--- config.mk ---
export PLATFORM = sky130hd
export DESIGN_NAME = seq_restoring_divider
export DESIGN_NICKNAME = d
export VERILOG_FILES = /design/src/rtl/div_pkg.sv /design/src/rtl/Full_Adder.sv /design/src/rtl/ripple_sub.sv /design/src/rtl/seq_restoring_divider.sv
export SDC_FILE = /design/constraint.sdc
export NUM_CORES = 1
export LEC_CHECK = 0
export CAP_MARGIN = 20
export CORE_MARGIN = 5
export CORE_UTILIZATION = 48
export CTS_CLUSTER_SIZE = 8
export DETAILED_ROUTE_END_ITERATION = 10
export PLACE_DENSITY = 0.82
export SLEW_MARGIN = 0
export SYNTH_ARGS = -nofsm -noshare
export SYNTH_HDL_FRONTEND = slang
export SYNTH_SLANG_ARGS = --single-unit
--- constraint.sdc ---
create_clock -name clk -period 13.9 [get_ports clk]
set_input_delay 2.085 -clock clk [delete_from_list [all_inputs] [get_ports clk]]
set_output_delay 2.085 -clock clk [all_outputs]
set_load 0.01 [all_outputs]
--- src/rtl/div_pkg.sv ---
// Shared types and sizing helpers for the sequential restoring divider.
package div_pkg;

  // Controller states; encodings are fixed so they can be observed in waveforms/debug.
  typedef enum logic [1:0] {
    IDLE = 2'd0,
    CALC = 2'd1,
    DONE = 2'd2
  } div_state_e;

  // Iteration counter width: enough bits to count 0..width-1.
  function automatic int unsigned cnt_width(input int unsigned width);
    return (width > 1) ? $clog2(width) : 1;
  endfunction

endpackage

--- src/rtl/Full_Adder.sv ---
// One-bit full adder cell used to build ripple-carry arithmetic.
module Full_Adder (
  input  logic a_i,
  input  logic b_i,
  input  logic c_in_i,
  output logic sum_o,
  output logic c_out_o
);

  assign sum_o   = a_i ^ b_i ^ c_in_i;
  assign c_out_o = (a_i & b_i) | (a_i & c_in_i) | (b_i & c_in_i);

endmodule

--- src/rtl/ripple_sub.sv ---
// N-bit subtractor a_i - b_i as a chain of full adders (b inverted, carry-in 1).
// carry_o is the not-borrow flag: 1 when a_i >= b_i.
module ripple_sub #(
  parameter int unsigned N = 33
) (
  input  logic [N-1:0] a_i,
  input  logic [N-1:0] b_i,
  output logic [N-1:0] diff_o,
  output logic         carry_o
);

  logic [N:0] carry;

  assign carry[0] = 1'b1;

  // Ripple chain of full adders adding the one's complement of b_i.
  for (genvar i = 0; i < int'(N); i++) begin : g_fa
    Full_Adder u_fa (
      .a_i     (a_i[i]),
      .b_i     (~b_i[i]),
      .c_in_i  (carry[i]),
      .sum_o   (diff_o[i]),
      .c_out_o (carry[i+1])
    );
  end

  assign carry_o = carry[N];

endmodule

--- src/rtl/seq_restoring_divider.sv ---
// Unsigned multi-cycle restoring divider: one quotient bit per clock, start/done handshake.
module seq_restoring_divider
  import div_pkg::*;
#(
  parameter int unsigned WIDTH = 32
) (
  input  logic             clk,
  input  logic             rst,
  input  logic             start,
  input  logic [WIDTH-1:0] dividend,
  input  logic [WIDTH-1:0] divisor,
  output logic             busy,
  output logic             done,
  output logic [WIDTH-1:0] quotient,
  output logic [WIDTH-1:0] remainder,
  output logic             div_by_zero
);

  localparam int unsigned CNT_W = cnt_width(WIDTH);
  localparam int unsigned RW    = WIDTH + 1;

  div_state_e       state_q, state_d;
  logic [CNT_W-1:0] cnt_q, cnt_d;
  logic [RW-1:0]    r_q, r_d;
  logic [WIDTH-1:0] q_q, q_d;
  logic [WIDTH-1:0] d_q, d_d;
  logic             busy_q, busy_d;
  logic             done_q, done_d;
  logic [WIDTH-1:0] quot_q, quot_d;
  logic [WIDTH-1:0] rem_q, rem_d;
  logic             dbz_q, dbz_d;

  logic [RW-1:0]    shifted_r;
  logic [RW-1:0]    trial_diff;
  logic             no_borrow;

  // Shift the next dividend bit into the partial remainder and trial-subtract the divisor.
  assign shifted_r = {r_q[WIDTH-1:0], q_q[WIDTH-1]};

  ripple_sub #(.N(RW)) u_sub (
    .a_i     (shifted_r),
    .b_i     ({1'b0, d_q}),
    .diff_o  (trial_diff),
    .carry_o (no_borrow)
  );

  // Next-state, datapath and output-register update logic.
  always_comb begin
    state_d = state_q;
    cnt_d   = cnt_q;
    r_d     = r_q;
    q_d     = q_q;
    d_d     = d_q;
    done_d  = 1'b0;
    quot_d  = quot_q;
    rem_d   = rem_q;
    dbz_d   = dbz_q;

    unique case (state_q)
      IDLE, DONE: begin
        state_d = IDLE;
        if (start) begin
          if (divisor != '0) begin
            state_d = CALC;
            q_d     = dividend;
            r_d     = '0;
            d_d     = divisor;
            cnt_d   = '0;
          end else begin
            // Divide by zero resolves immediately with a flagged, well-defined result.
            state_d = DONE;
            done_d  = 1'b1;
            quot_d  = '1;
            rem_d   = dividend;
            dbz_d   = 1'b1;
          end
        end
      end
      CALC: begin
        if (no_borrow) begin
          r_d = trial_diff;
          q_d = {q_q[WIDTH-2:0], 1'b1};
        end else begin
          r_d = shifted_r;
          q_d = {q_q[WIDTH-2:0], 1'b0};
        end
        cnt_d = cnt_q + CNT_W'(1);
        if (cnt_q == CNT_W'(WIDTH - 1)) begin
          state_d = DONE;
          done_d  = 1'b1;
          quot_d  = q_d;
          rem_d   = r_d[WIDTH-1:0];
          dbz_d   = 1'b0;
        end
      end
      default: state_d = IDLE;
    endcase

    busy_d = (state_d == CALC);
  end

  // State and datapath registers with synchronous reset.
  always_ff @(posedge clk) begin
    if (rst) begin
      state_q <= IDLE;
      cnt_q   <= '0;
      r_q     <= '0;
      q_q     <= '0;
      d_q     <= '0;
      busy_q  <= 1'b0;
      done_q  <= 1'b0;
      quot_q  <= '0;
      rem_q   <= '0;
      dbz_q   <= 1'b0;
    end else begin
      state_q <= state_d;
      cnt_q   <= cnt_d;
      r_q     <= r_d;
      q_q     <= q_d;
      d_q     <= d_d;
      busy_q  <= busy_d;
      done_q  <= done_d;
      quot_q  <= quot_d;
      rem_q   <= rem_d;
      dbz_q   <= dbz_d;
    end
  end

  assign busy        = busy_q;
  assign done        = done_q;
  assign quotient    = quot_q;
  assign remainder   = rem_q;
  assign div_by_zero = dbz_q;

endmodule

Yosys cells after proc, flatten, opt, wreduce, memory -nomap -nowiden
Index checks and enable logic that the tools add are counted.
{ "word_totals": {"ff_bits": 170, "inputBits": 67, "out_inout_bits": 67, "wordCells": 314} }
{ "op_classes": {"n_addsub": 1, "n_eq_ne": 8, "mux": 31, "n_bitwise": 257, "reduce_logical": 7} }
{ "op_table": {"columns": ["op", "count"], "rows": [
  ["2-to-1 mux 32 bit", 11],
  ["one-hot mux 32 bit (2 select lines)", 4],
  ["AND 1 bit", 95],
  ["OR 1 bit", 66],
  ["XOR 1 bit", 63],
  ["NOT 1 bit", 33],
  ["nonzero test 32 bit", 1],
  ["2-to-1 mux 5 bit", 2],
  ["one-hot mux 5 bit (2 select lines)", 1],
  ["inequality test 2 bit, second input constant", 4],
  ["2-to-1 mux 1 bit", 7],
  ["2-to-1 mux 2 bit", 3],
  ["AND reduction 3 bit", 2],
  ["adder 5 x 1 -> 5 bit, second input constant", 1],
  ["== test 5 bit, second input constant", 1],
  ["== test 2 x 1 -> 1 bit, second input constant", 2],
  ["one-hot mux 1 bit (2 select lines)", 2],
  ["one-hot mux 2 bit (2 select lines)", 1],
  ["AND reduction 4 bit", 1],
  ["== test 2 bit, second input constant", 1],
  ["logical NOT 2 bit", 1],
  ["nonzero test 2 bit", 1],
  ["OR reduction 2 bit", 1]
]} }

Depth between registers and ports, before layout
{ "depth": {"depth_word": 103, "depth_mapped": 40, "mapped_depth_nobuf": 39} }

Modules after synthesis
A second synthesis with hierarchy kept.
{ "hier_totals": {"cells_unflattened": 888, "area_unflattened_um2": 7684.9} }
{ "by_module_without_submodules": {"columns": ["module", "instances", "cells_per_inst", "area_per_inst_um2", "seq_area_each_um2"], "rows": [
  ["seq_restoring_divider", 1, 821, 6896.6, 3403.3],
  ["Full_Adder", 33, 1, 20.0, 0.0],
  ["ripple_sub", 1, 34, 127.6, 0.0]
]} }

Worst setup path before layout
No wires, ideal clock.
{ "synth_timing": {"path_type": "register -> register", "from": "register q_q[31]", "to": "register r_q[14]", "arrival_ns": 14.541, "setup_slack_ns": -0.769, "path_stages_with_launch": 41, "n_path_buf": 1, "cell_sequence": "dfxtp_1 -> inv_1 -> ha_1 -> inv_1 -> fa_1 -> fa_1 -> fa_1 -> fa_1 -> fa_1 -> fa_1 -> fa_1 -> fa_1 -> fa_1 -> fa_1 -> fa_1 -> fa_1 -> fa_1 -> fa_1 -> [... 5 more ...] -> fa_1 -> fa_1 -> fa_1 -> fa_1 -> fa_1 -> fa_1 -> fa_1 -> fa_1 -> fa_1 -> fa_1 -> fa_1 -> fa_1 -> nor2_1 -> buf_4 -> mux2i_1 -> nor2_1 -> a31oi_1 -> nor2_1"} }
{ "synth_via": {"elab_chain_cells": 101, "word_cells_on_any_way": 133} }
{ "synth_lines": {"columns": ["element", "line_no", "rtl"], "rows": [
  ["start, declared", "seq_restoring_divider.sv:25", "logic [WIDTH-1:0] q_q, q_d;"],
  ["start signal, assigned", "seq_restoring_divider.sv:119", "q_q <= q_d;"],
  ["AND 1 bit", "Full_Adder.sv:11", "assign c_out_o = (a_i & b_i) | (a_i & c_in_i) | (b_i & c_in_i);"],
  ["OR 1 bit (*) (2 in a row)", "Full_Adder.sv:11", null],
  ["AND 1 bit", "Full_Adder.sv:11", null],
  ["OR 1 bit", "Full_Adder.sv:11", null],
  ["OR 1 bit (*)", "Full_Adder.sv:11", null],
  ["AND 1 bit", "Full_Adder.sv:11", null],
  ["OR 1 bit", "Full_Adder.sv:11", null],
  ["OR 1 bit (*)", "Full_Adder.sv:11", null],
  ["[... 81 more ...]", null, null],
  ["AND 1 bit", "Full_Adder.sv:11", null],
  ["OR 1 bit (2 in a row)", "Full_Adder.sv:11", null],
  ["AND 1 bit", "Full_Adder.sv:11", null],
  ["OR 1 bit (2 in a row)", "Full_Adder.sv:11", null],
  ["AND 1 bit", "Full_Adder.sv:11", null],
  ["OR 1 bit (2 in a row)", "Full_Adder.sv:11", null],
  ["2-to-1 mux 32 bit (*)", "seq_restoring_divider.sv:80", "if (no_borrow) begin"],
  ["one-hot mux 32 bit (2 select lines) (*)", "seq_restoring_divider.sv:59", "unique case (state_q)"],
  ["end signal, assigned", "seq_restoring_divider.sv:118", "r_q <= r_d;"],
  ["end, declared", "seq_restoring_divider.sv:24", "logic [RW-1:0] r_q, r_d;"]
]} }
Every way passes the cells marked *; elsewhere a longest branch is shown, timed or not.
A chain may end at the register's enable or synchronous reset.

Final worst setup path
{ "layout_timing": {"from": "register q_q[31]", "to": "register r_q[24]"} }
{ "layout_via": {"elab_chain_cells": 101, "word_cells_on_any_way": 133} }
{ "layout_lines": {"columns": ["element", "line_no"], "rows": [
  ["AND 1 bit", "Full_Adder.sv:11"],
  ["OR 1 bit (*) (2 in a row)", "Full_Adder.sv:11"],
  ["AND 1 bit", "Full_Adder.sv:11"],
  ["OR 1 bit", "Full_Adder.sv:11"],
  ["OR 1 bit (*)", "Full_Adder.sv:11"],
  ["AND 1 bit", "Full_Adder.sv:11"],
  ["OR 1 bit", "Full_Adder.sv:11"],
  ["OR 1 bit (*)", "Full_Adder.sv:11"],
  ["[... 81 more ...]", null],
  ["AND 1 bit", "Full_Adder.sv:11"],
  ["OR 1 bit (2 in a row)", "Full_Adder.sv:11"],
  ["AND 1 bit", "Full_Adder.sv:11"],
  ["OR 1 bit (2 in a row)", "Full_Adder.sv:11"],
  ["AND 1 bit", "Full_Adder.sv:11"],
  ["OR 1 bit (2 in a row)", "Full_Adder.sv:11"],
  ["2-to-1 mux 32 bit (*)", "seq_restoring_divider.sv:80"],
  ["one-hot mux 32 bit (2 select lines) (*)", "seq_restoring_divider.sv:59"]
]} }
Marks and branches as above.

==> flow_metrics.tcl <==
set metrics [dict create \
    finalHoldViolations 0 \
    synth_top_flop_cell "dfxtp_1" \
    max-clock-path-buffers 2 \
    crit_buf_inv 6 \
    port_buffers 133 \
    critPathSlowestCell "fa_2" \
    post_drt_wl_per_cell_um 17.5 \
    cts.htree.levels 4 \
    combinational_family_with_the_most_area_after_synthesis "simple AND/OR/NAND/NOR gates" \
    period_needed_ns 13.76 \
    area.sequential_mm2 0.00341 \
    setup.worst_path.end_class "flip-flop" \
    syn_avg_cell_area_um2 8.43 \
    skew_ns 0.00900 \
    place_worst_setup_slack_ns -0.710 \
    critPathKind "reg -> reg" \
    cp_data_arrival_time_ns 14.05 \
    netlist_instances 948 \
    route.detailed.drc 0 \
    synth_top_cells_by_count "170 x dfxtp_1, 157 x nor2_1, 73 x nand2_1" \
    cts_tree "yes" \
    max-cap-violations 0 \
    number_of_iterations_in_the_first_detailed_routing_pass 5 \
    cts_root_buffer "clkbuf_16" \
    synth.yosys.warnings 0 \
    groute.usage.overall_pct 21.9 \
    dr_total_vias 7223 \
    drt-vias-per-instance 5.66 \
    grt_overflow_total 0 \
    flow.area_growth_from_synthesis_pct 29.0 \
    clk_pin_slew_ns 0.07 \
    worst_path_most_repeated_cell "fa_2" \
    mapped_area_mm2 0.00800 \
    timing.hold.worst.class "reg -> reg" \
    finalWeightedCongestion 0.823 \
    critical_path.top_delay_family "adder cells" \
    slew_headroom_pct 25.9 \
    initial_antenna_violation_count 0 \
    synth.distinct_cells 34 \
    share_of_the_clock_period_used_by_the_worst_path_pct 99.0 \
    postSynth.asyncResetShare_pct 0 \
    floorplan.initialDensity_pct 48.6 \
    leakage_power_figure_nw 3.70 \
    tightest_slew_ns 1.11 \
    yosys.area_share.simple_pct 22.1 \
    detailed_place_hpwl_um 14000 \
    slowest_delay_ns 0.40 \
    hold-worst-slack_ns 0.457 \
    drtIter0Drc 664 \
    fillerInstances 1364 \
    xor_and_xnor_fraction_of_the_mapped_netlist_area_pct 0 \
    multi_input_area_mm2 0.00425 \
    fp.dieArea_mm2 0.0193 \
    synth_compound_gate_area_share_pct 16.6 \
    timing.setup.tns_ns 0 \
    fin_nets 1145 \
    postRouteWirelength_um 22300 \
    synth-edff-count 0 \
    wire_length_of_the_first_global_routing_pass_um 34900 \
    yosys-mux-area-fraction_pct 3.88 \
    rsz0062_at_grt "yes" \
    synth.yosys.seq_area_share_pct 42.6 \
    synth.area.top_cells "dfxtp_1 43%, fa_1 7.8%, nor2_1 7.4%" \
    synth_fa_ha_area_share_pct 8.23 \
    power.density_cell_area_mw_per_mm2 228 \
    cts_made_buffers 17 \
    finalSetupViolCount 0 \
    die_height_um 139 \
    report.final.slew_viol_count 0 \
    standard_cell_rows 47 \
    first_global_vias 6798 \
    post_route_cells_drive_above_1_share_pct 12.5 \
    clock.fmax_ghz 0.0727 \
    postLayoutSetupSlackWorst_ns 0.137 \
    synth.most_common_cell "dfxtp_1" \
    maximum_number_of_pins_on_one_net_before_global_route_repair 121 \
    start_kind "flip-flop" \
    synthDominantAreaCellType "dfxtp_1" \
    antenna_diode_instance_count 0 \
    synth_top_area_share_pct 42.6 \
    worstSkewPairLatency_ns 0.43 \
    worst_ir_drop_vdd_uv 151 \
    critPathRequiredTime_ns 14.19 \
    die_w_um 139 \
    ys_seq_elements 170 \
    io_pins 134 \
    crit_fanout 5 \
    run_status "completed" \
    synth_fp_nets 1049 \
    core-area_mm2 0.0165 \
    route.antenna.remaining_nets 0 \
    cts_num_sinks 170 \
]
metal layers:
| layer | share of wire (%) | global-route usage [%] | up-vias |
|---|---|---|---|
| met2 | 47 | 33.8 | 272 |
| met5 | 0 | 0 | - |
| met3 | 6.6 | 4.66 | 24 |
| met1 | 45 | 30.9 | 3451 |
| met4 | 0.99 | 7.36 | 0 |
| li1 | - | - | 3476 |
power breakdown:
group	total, mW	switching (mW)	internal (mW)
Clock	0.482	0.199	0.284
Sequential	0.581	0.0465	0.534
Combinational	1.29	0.609	0.683
Total	2.35	0.854	1.50
cells in the final DEF (no fill, tap or decap), types with 3 or more instances in the layout:
| master | n |
|---|---|
| nor3_1 | 69 |
| o21ai_1 | 34 |
| a211oi_2 | 16 |
| nand2b_1 | 34 |
| clkinv_4 | 4 |
| inv_1 | 31 |
| fa_2 | 31 |
| a21oi_1 | 43 |
| clkbuf_16 | 18 |
| mux2i_1 | 21 |
| dfxtp_1 | 168 |
| nor4_1 | 37 |
| nor2_1 | 156 |
| mux2i_2 | 7 |
| mux2i_4 | 3 |
| bufinv_16 | 3 |
| nand3_1 | 7 |
| a211oi_1 | 47 |
| clkdlybuf4s50_1 | 132 |
| nand2_1 | 73 |
| o21ai_0 | 30 |
| buf_12 | 5 |
| buf_4 | 21 |
| clkinv_2 | 3 |
| a31oi_1 | 32 |
worst reg2reg max path, delay by kind of cell, from the launching register on:
family	cells	cell delay [ns]
adders and majority gates	32	11.91
DFF	1	0.33
buffers and inverters	6	0.64
muxes	1	0.27
and+or+nand+nor	3	0.27
AOI/OAI and AO/OA	1	0.20
worst paths after layout:
path / start / slack [ns] / end / depth (start not counted)
hold / removal: d_q[20] / 0.46 / d_q[20] / 2
setup reg to reg: q_q[31] / 0.14 / r_q[24] / 43
hold reg to reg: d_q[20] / 0.46 / d_q[20] / 2
setup / recovery: q_q[31] / 0.14 / r_q[24] / 43
sequential cells by signal, summed over array words and instances (netlist names):
register     flops
busy             1
q_q             32
r_q             32
d_q             32
quotient        32
state_q          2
cnt_q            5
div_by_zero      1
remainder       32
done             1
repair_timing:
| action | CTS | global route |
|---|---|---|
| hold buffers | 0 | 0 |
| gates resized for setup | 17 | 26 |
| setup endpoints to repair | 66 | 64 |
| cloned | 1 | 1 |
| pin swaps | 1 | 4 |
| buffers inserted | 0 | 6 |
area by class of cell:
class / instances / area share (%)
inverters: 33 / 1.20
clock inverters: 14 / 1.67
repair buffers: 162 / 16.0
flip-flops and latches: 170 / 33.0
well taps: 220 / 2.67
clock buffers: 18 / 4.16
multi-input cells: 660 / 41.2
per-stage QoR:
step                      instance area [µm²]  cells  power, mW  utilization (%)
final                                   10300   1277       2.35             62.6
after global routing                    10300   1277       2.48             62.6
after CTS                               10100   1270       2.13             61.6
after detailed placement                 9470   1237       1.54             57.5
after global placement                   9450   1236       1.51             57.4
after floorplan                          8050    948       1.21                -
cells by family (layout without fill, tap and decap cells):
group | after synthesis | in the layout
and+or+nand+nor | 388 | 388
muxes | 31 | 31
adders and majority gates | 34 | 34
buffers and inverters | 118 | 227
DFF | 170 | 170
AOI/OAI and AO/OA | 207 | 207
Note: power is estimated with default switching activity, not from simulation.
